## src/rtl/muldiv_ctrl.sv

```systemverilog
// rtl/muldiv_ctrl.sv - multi-cycle MULT/MULTU/DIV/DIVU controller and datapath
//
// Purpose: accepts a multiply or divide from EX, stalls the pipeline while it
// runs, then writes the 64-bit result to HI/LO with a one-cycle strobe.
// Optional feature macro: MULDIV_EARLY_OUT_EN (divide early-out when the
// divisor magnitude exceeds the dividend magnitude).
//
// Ports:
//   clk        in   system clock
//   resetn     in   asynchronous active-low reset
//   start      in   request, sampled only in IDLE
//   op[1:0]    in   00 MULT, 01 MULTU, 10 DIV, 11 DIVU
//   src_a[31:0] in  rs operand (multiplicand / dividend)
//   src_b[31:0] in  rt operand (multiplier / divisor)
//   flush      in   cancels the operation in flight
//   stall_req  out  pipeline stall request
//   done       out  one-cycle result-valid pulse
//   hilo_we    out  HI/LO write enable (same as done)
//   hi[31:0]   out  product[63:32] or remainder
//   lo[31:0]   out  product[31:0] or quotient

module muldiv_ctrl #(
   parameter int MUL_CYCLES = 2,
   parameter int DIV_ITERS  = 32
) (
   input  logic        clk,
   input  logic        resetn,
   input  logic        start,
   input  logic [1:0]  op,
   input  logic [31:0] src_a,
   input  logic [31:0] src_b,
   input  logic        flush,
   output logic        stall_req,
   output logic        done,
   output logic        hilo_we,
   output logic [31:0] hi,
   output logic [31:0] lo
);

   typedef enum logic [1:0] {
      S_IDLE = 2'd0,
      S_MUL  = 2'd1,
      S_DIV  = 2'd2,
      S_FIX  = 2'd3
   } state_t;

   localparam logic [5:0] MUL_LAST = 6'(MUL_CYCLES);
   localparam logic [5:0] DIV_LAST = 6'(DIV_ITERS);

   state_t      state_q, state_d;
   logic [5:0]  cnt_q, cnt_d;
   logic [63:0] work_q, work_d;       // product, or {remainder, quotient}
   logic [31:0] divisor_q, divisor_d; // divisor magnitude
   logic [31:0] a_q, a_d;             // raw src_a for div-by-zero / early-out
   logic        div_q, div_d;
   logic        neg_quo_q, neg_quo_d;
   logic        neg_rem_q, neg_rem_d;
   logic        early_q, early_d;
   logic        done_q, done_d;
   logic [31:0] hi_q, hi_d;
   logic [31:0] lo_q, lo_d;

   // Load-time operand conditioning
   logic        signed_div;
   logic [31:0] mag_a, mag_b;
   logic [63:0] ext_a, ext_b, prod;
   logic        early_out;

   assign signed_div = (op == 2'b10);
   assign mag_a = (signed_div && src_a[31]) ? (32'd0 - src_a) : src_a;
   assign mag_b = (signed_div && src_b[31]) ? (32'd0 - src_b) : src_b;

   // Low 64 bits of a 64x64 product of the extended operands are the correct
   // signed or unsigned 32x32 product.
   assign ext_a = {(op[0] ? 32'd0 : {32{src_a[31]}}), src_a};
   assign ext_b = {(op[0] ? 32'd0 : {32{src_b[31]}}), src_b};
   assign prod  = ext_a * ext_b;

`ifdef MULDIV_EARLY_OUT_EN
   assign early_out = (mag_b != 32'd0) && (mag_b > mag_a);
`else
   assign early_out = 1'b0;
`endif

   // One restoring step: shift {rem,quo} left, trial-subtract the divisor
   // from the 33-bit shifted remainder, keep the difference if non-negative.
   logic [32:0] rem_sh, trial;
   logic [63:0] step_work;

   assign rem_sh    = work_q[63:31];
   assign trial     = rem_sh - {1'b0, divisor_q};
   assign step_work = trial[32] ? {work_q[62:0], 1'b0}
                                : {trial[31:0], work_q[30:0], 1'b1};

   // Sign fix applied in FIX
   logic [31:0] quo_fix, rem_fix;
   assign quo_fix = neg_quo_q ? (32'd0 - work_q[31:0])  : work_q[31:0];
   assign rem_fix = neg_rem_q ? (32'd0 - work_q[63:32]) : work_q[63:32];

   always_comb begin
      state_d   = state_q;
      cnt_d     = cnt_q;
      work_d    = work_q;
      divisor_d = divisor_q;
      a_d       = a_q;
      div_d     = div_q;
      neg_quo_d = neg_quo_q;
      neg_rem_d = neg_rem_q;
      early_d   = early_q;
      done_d    = 1'b0;
      hi_d      = hi_q;
      lo_d      = lo_q;

      case (state_q)
         S_IDLE: begin
            if (start && !flush) begin
               cnt_d   = 6'd0;
               a_d     = src_a;
               div_d   = op[1];
               early_d = 1'b0;
               if (!op[1]) begin
                  work_d  = prod;
                  state_d = S_MUL;
               end else begin
                  work_d    = {32'd0, mag_a};
                  divisor_d = mag_b;
                  neg_quo_d = signed_div && (src_a[31] ^ src_b[31]);
                  neg_rem_d = signed_div && src_a[31];
                  state_d   = S_DIV;
                  // Early-out still spends one DIV edge so done lands two
                  // edges after load; the step result is discarded in FIX.
                  if (early_out) begin
                     early_d = 1'b1;
                     cnt_d   = DIV_LAST - 6'd1;
                  end
               end
            end
         end
         S_MUL: begin
            cnt_d = cnt_q + 6'd1;
            if (cnt_q + 6'd1 == MUL_LAST) begin
               state_d = S_FIX;
            end
         end
         S_DIV: begin
            work_d = step_work;
            cnt_d  = cnt_q + 6'd1;
            if (cnt_q + 6'd1 == DIV_LAST) begin
               state_d = S_FIX;
            end
         end
         S_FIX: begin
            state_d = S_IDLE;
            cnt_d   = 6'd0;
            done_d  = 1'b1;
            if (!div_q) begin
               hi_d = work_q[63:32];
               lo_d = work_q[31:0];
            end else if (divisor_q == 32'd0) begin
               hi_d = a_q;
               lo_d = 32'hFFFF_FFFF;
            end else if (early_q) begin
               hi_d = a_q;
               lo_d = 32'd0;
            end else begin
               hi_d = rem_fix;
               lo_d = quo_fix;
            end
         end
         default: state_d = S_IDLE;
      endcase

      // Flush cancels from any state: no result, hi/lo untouched.
      if (flush) begin
         state_d = S_IDLE;
         cnt_d   = 6'd0;
         done_d  = 1'b0;
         hi_d    = hi_q;
         lo_d    = lo_q;
      end
   end

   always_ff @(posedge clk or negedge resetn) begin
      if (!resetn) begin
         state_q   <= S_IDLE;
         cnt_q     <= 6'd0;
         work_q    <= 64'd0;
         divisor_q <= 32'd0;
         a_q       <= 32'd0;
         div_q     <= 1'b0;
         neg_quo_q <= 1'b0;
         neg_rem_q <= 1'b0;
         early_q   <= 1'b0;
         done_q    <= 1'b0;
         hi_q      <= 32'd0;
         lo_q      <= 32'd0;
      end else begin
         state_q   <= state_d;
         cnt_q     <= cnt_d;
         work_q    <= work_d;
         divisor_q <= divisor_d;
         a_q       <= a_d;
         div_q     <= div_d;
         neg_quo_q <= neg_quo_d;
         neg_rem_q <= neg_rem_d;
         early_q   <= early_d;
         done_q    <= done_d;
         hi_q      <= hi_d;
         lo_q      <= lo_d;
      end
   end

   // Stall from the issue cycle; dropped in FIX so the instruction advances
   // with its result, and dropped immediately on flush.
   assign stall_req = !flush && (((state_q == S_IDLE) && start) ||
                                 (state_q == S_MUL) || (state_q == S_DIV));
   assign done      = done_q;
   assign hilo_we   = done_q;
   assign hi        = hi_q;
   assign lo        = lo_q;

endmodule

```

## config.mk

```make
export PLATFORM = sky130hd
export DESIGN_NAME = muldiv_ctrl
export DESIGN_NICKNAME = d
export VERILOG_FILES = /design/src/rtl/muldiv_ctrl.sv
export SDC_FILE = /design/constraint.sdc
export NUM_CORES = 2
export LEC_CHECK = 0
export BUFFER_PORTS_ARGS = -buffer_cell sky130_fd_sc_hd__buf_2
export CAP_MARGIN = 20
export CORE_MARGIN = 2
export CORE_UTILIZATION = 53
export CTS_CLUSTER_DIAMETER = 60
export DETAILED_ROUTE_END_ITERATION = 7
export GPL_TIMING_DRIVEN = 0
export PLACE_DENSITY = 0.76
export REMOVE_ABC_BUFFERS = 1
export SYNTH_ARGS = -nofsm -noshare
export SYNTH_HDL_FRONTEND = slang
export SYNTH_SLANG_ARGS = --single-unit
```

## constraint.sdc

```tcl
create_clock -name clk -period 4.28 [get_ports clk]
set_input_delay 0.428 -clock clk [delete_from_list [all_inputs] [get_ports clk]]
set_output_delay 0.428 -clock clk [all_outputs]
set_load 0.005 [all_outputs]
```

## Yosys cells after proc, flatten, opt, wreduce, memory -nomap -nowiden

Cells that the tools add are included.

- Bits of input ports: 70
- Output and inout bits: 67
- Logic and storage cells: 73
- Flip-flop bits (word level): 204

- Reduce and logical (&&, ||, !) cells: 18
- $mul: 1
- Add/subtract/negate cells: 6
- Muxes and demuxes: 25
- Bitwise operators: 2
- Equal/unequal tests: 10

Operators with widths:

| kind | count |
|---|---|
| $mux W32 | 10 |
| $mux W64 | 3 |
| $pmux W64 S2 | 1 |
| $sub A1 B32 Y32 const A | 4 |
| $mul A64 B64 Y64 | 1 |
| $sub A33 B32 Y33 | 1 |
| $logic_not A32 Y1 | 1 |
| $pmux W6 S3 | 1 |
| $mux W6 | 2 |
| $mux W2 | 5 |
| $ne A3 B3 Y1 const B | 3 |
| $pmux W2 S4 | 1 |
| $add A6 B1 Y6 const B | 1 |
| $eq A2 B2 Y1 const B | 3 |
| $eq A6 B2 Y1 const B | 1 |
| $eq A6 B6 Y1 const B | 1 |
| $logic_and A1 B1 Y1 | 6 |
| $reduce_and A2 Y1 | 3 |
| $reduce_and A3 Y1 | 2 |
| $eq A2 B1 Y1 const B | 1 |
| $logic_not A2 Y1 | 1 |
| $logic_or A1 B1 Y1 | 2 |
| $mux W1 | 2 |
| $ne A2 B2 Y1 const B | 1 |
| 5 further kinds | 5 |

## Longest topological paths before layout

- Word-level depth: 6
- Mapped depth: 36

## Worst setup path after synthesis

OpenSTA, ideal clock, no wires.

- Path type: input to register
- Start: input port src_a[31]
- End: register work_q[60]
- Data arrival time: 9.496 ns
- Stages on the path: 31
- Data required time: 4.154 ns
- Setup time: 0.126 ns
- Path slack: -5.342 ns
- Cells stage by stage: nor2b_1 > clkbuf_1 > clkbuf_1 > clkbuf_1 > clkbuf_1 > nand2_1 > fa_1 > inv_1 > fa_1 > fa_1 > inv_1 > fa_1 > inv_1 > fa_1 > fa_1 > fa_1 > fa_1 > fa_1 > inv_1 > fa_1 > inv_1 > ha_1 > a21oi_1 > o21bai_1 > a21o_1 > a31o_2 > a21o_1 > a211oi_1 > o32ai_2 > xor2_1 > a221o_1

- Word-level cells in the longest chain between the ends: 5

Ends and longest elaborated chain:

| element | line | text |
|---|---|---|
| from (decl) | 30 | `input logic [31:0] src_a,` |
| $mux W32 | 75 | `assign ext_a = {(op[0] ? 32'd0 : {32{src_a[31]}}), src_a};` |
| $mul A64 B64 Y64 (*) | 77 | `assign prod = ext_a * ext_b;` |
| $mux W64 (*) | 121 | `if (!op[1]) begin` |
| $mux W64 (*) | 116 | `if (start && !flush) begin` |
| $pmux W64 S2 (*) | 114 | `case (state_q)` |
| to (signal assigned) | 200 | `work_q <= work_d;` |
| to (decl) | 52 | `logic [63:0] work_q, work_d;` |

Mark *: on every way between the ends. The rest lies on a longest branch, timed or not. The select of a mux whose other input is x is not followed.
A chain may end at the register's enable or synchronous reset.

## Final worst setup path

Ends and elaborated chain as after synthesis.

==> qor.txt <==
Crit path max-delay cell type - fa_1
Critical Path RT - 4.69 ns
Die height - 345 um
Crit Path Class - input port to flip-flop
IO Port Bufs - 136
Rows - 125
Root Driver - clkbuf_16
Setup ws final - -4.65 ns
DP HPWL - 135 mm
Leading cell type in the layout, fill and taps excluded - inv_1
DR vias - 48,150
Final hold violation count - 0
TritonCTS clock tree - yes
Number of H-tree levels - 1
RR Startpoint - work_q[31]
Register bit total from synthesis - 204
Most frequent CP cell - fa_1
Mapped Avg Cell Area - 9.10 um^2
First-pass GRT wire length - 298 mm
Initial antenna violation count - 12
Failing checks - design-rule violations, negative setup slack
Worst-case reg-to-reg path depth - 16
Synth Area in Adders - 53.4%
Clock buffer count from CTS - 21
GRT Total Usage - 33.0%
Setup crit end kind - flip-flop
Num ports - 137
Ys flop type - dfrtp_1
R2R Setup Slk - -0.44 ns
Seq/Total Area, Yosys - 8.30%
Post-synthesis xor/xnor area fraction - 3.36%
DR iter-0 viols - 4,335
Fraction of layout instances using a drive strength above 1 - 12.5%
Worst Skew - 0.0270 ns
Fmax - 112 MHz
Initial Util - 53.2%
Max clock buf depth - 3
Async S/R FF share, synth - 100%
Slew Limit Headroom - 20.8%
Remaining Overflow, GRT - 0
Skew-Pair Late Insertion Delay - 0.54 ns
Placer Congestion - 0.960
Critical Path Fanout Max - 7
Combinational family with the most area after synthesis - adder cells
Run status - complete, but fails checks
Placed cell area - 63,200 um^2
Max cap viols - 0
Final Max Tran Viols - 0
Worst Path Buf+Inv - 9
Vias in the first global route - 51,292
Fin crit share - 209%
RSZ-0062 raised after global routing - true
Post-synth EDFFs - 0
Clk sinks - 204
Fin area - 69,700 um^2
Slew @ Worst Pin - 1.18 ns
Die W - 345 um
Most frequent cells in the layout - 1,539 x inv_1, 1,364 x fa_1, 699 x nand2_1, 546 x and2_1, 287 x ha_1
Area Growth Syn to Fin - 13.2%
Startpoint types - input port
Hold Path Stages - 2
Synth Area in Compound Gates - 7.56%
Crit path largest cell delay - 0.56 ns
Post-route ant nets - 0
HP Class - input port to flip-flop
Syn Inst Count - 6,762
WL/cell - 24.1 um
Syn. warnings - 0
Final #Nets - 8,567
Synth cell types - 90
Simple-Gate Fraction of Synth Area - 14.1%
Die footprint - 119,000 um^2
Netlist Area Pre-Place - 61,500 um^2
CTS clk-pin slew, worst paths - 0.07 ns
Residual DRC - 1
Routed vias/inst - 5.82
Final min period - 8.93 ns
Worst path top cell family by delay - adder cells
Post-synthesis mux area share - 1.14%
Largest net degree at the start of global routing - 109
Routed WL - 199 mm
CORE AREA - 116,000 um^2
Layout filler cell count - 9,247
Final setup viols - 57
Placed Instances - 8,064
Pre-antenna DRT Iters - 8
Cell Count, Final, Fillers Out - 8,268
Pre-CTS WS - -7.20 ns
Hold Path Origin - flush
End of the worst hold path - cnt_q[0]
Reg-to-Reg End - work_q[36]
CP Data Arrival Time - 9.34 ns
-- layout make-up --
type	instances	area, um^2	share of cell area (%)
Clock buffer	28	602	0.864
Inverter	1597	6000	8.62
Clock inverter	7	121	0.174
Timing Repair Buffer	322	4430	6.36
Tap cell	1524	1910	2.74
Antenna cell	7	17.5	0.0251
Sequential cell	204	5100	7.33
Multi-Input combinational cell	4579	51500	73.9
-- worst reg2reg max path, cell delays in order (launching register included) --
cell      delay, ns
dfrtp_1        0.34
inv_1          0.12
ha_1           0.27
fa_1           0.42
nor2b_1        0.18
o31a_1         0.24
o211ai_2       0.14
a21oi_1        0.21
o2111a_1       0.28
o2111a_1       0.24
o21ai_0        0.15
a211oi_4       0.80
buf_8          0.27
buf_8          0.18
mux2_2         0.35
a221oi_1       0.29
a21oi_1        0.07
-- registers in the layout, summed over array words and instances, names as in the netlist --
signal,cells
cnt_q,6
hi,32
div_q,1
lo,32
done,1
a_q,32
work_q,64
neg_quo_q,1
neg_rem_q,1
divisor_q,32
state_q,2
-- cell families after synthesis --
group	count (synthesis)
and+or+nand+nor	1765
buffers and inverters	1979
DFF	204
muxes	64
adders and majority gates	1774
AOI/OAI and AO/OA	740
xor gates and xnor gates	236
-- cells in the mapped netlist, types with 30 or more instances --
cell type	number	area share [%]
a21o_1	56	0.68
o21ai_0	185	1.5
a21oi_1	237	1.9
ha_1	352	7.2
dfrtp_1	204	8.3
nor3_1	46	0.37
nor2_1	226	1.4
nand2_1	720	4.4
xor2_1	88	1.3
fa_1	1420	46
and2_1	582	5.9
xnor2_1	148	2.1
clkbuf_1	335	2.0
o31ai_1	31	0.38
nand3_1	30	0.24
inv_1	1594	9.7
mux2_2	47	0.86
buf_1	36	0.22
-- worst max path at each step --
stage | start | end | cells after the start
floorplan | op[0] | work_q[60] | 27
finish | src_a[31] | work_q[60] | 33
global route | op[0] | work_q[51] | 35
CTS | src_a[31] | work_q[60] | 33
detailed placement | src_a[31] | work_q[60] | 30
global placement | src_a[31] | work_q[61] | 29
-- metrics by stage --
step                      hold slack [ns]  utilization (%)  TNS (ns)
after floorplan                     0.132                -   -241.61
after global placement              0.457             54.1   -713.60
after detailed placement            0.460             54.6   -298.48
after CTS                           0.230             58.6   -183.85
after global routing                0.258             60.2   -201.72
final                               0.242             60.2   -189.74
-- layer usage --
metal  up-vias  wire length [um]  track usage (%)
li1      20105                 -                -
met1     24699             72500             42.0
met2      2677             90500             52.8
met3       661             23000             8.84
met4         8             12700             15.3
met5         -               182            0.962
-- timing repair --
| action | in CTS | in global routing |
|---|---|---|
| endpoints found under the setup margin | 59 | 58 |
| hold buffers | 1 | 0 |
| cloned | 31 | 10 |
| setup buffers | 59 | 64 |
| gates resized for setup | 577 | 270 |
| hold endpoints to repair | 61 | 0 |
| pin swaps | 167 | 185 |
Power is left out: the tool's default activity adds up to more than one toggle a clock period on the data nets, which glitch-free logic cannot reach.
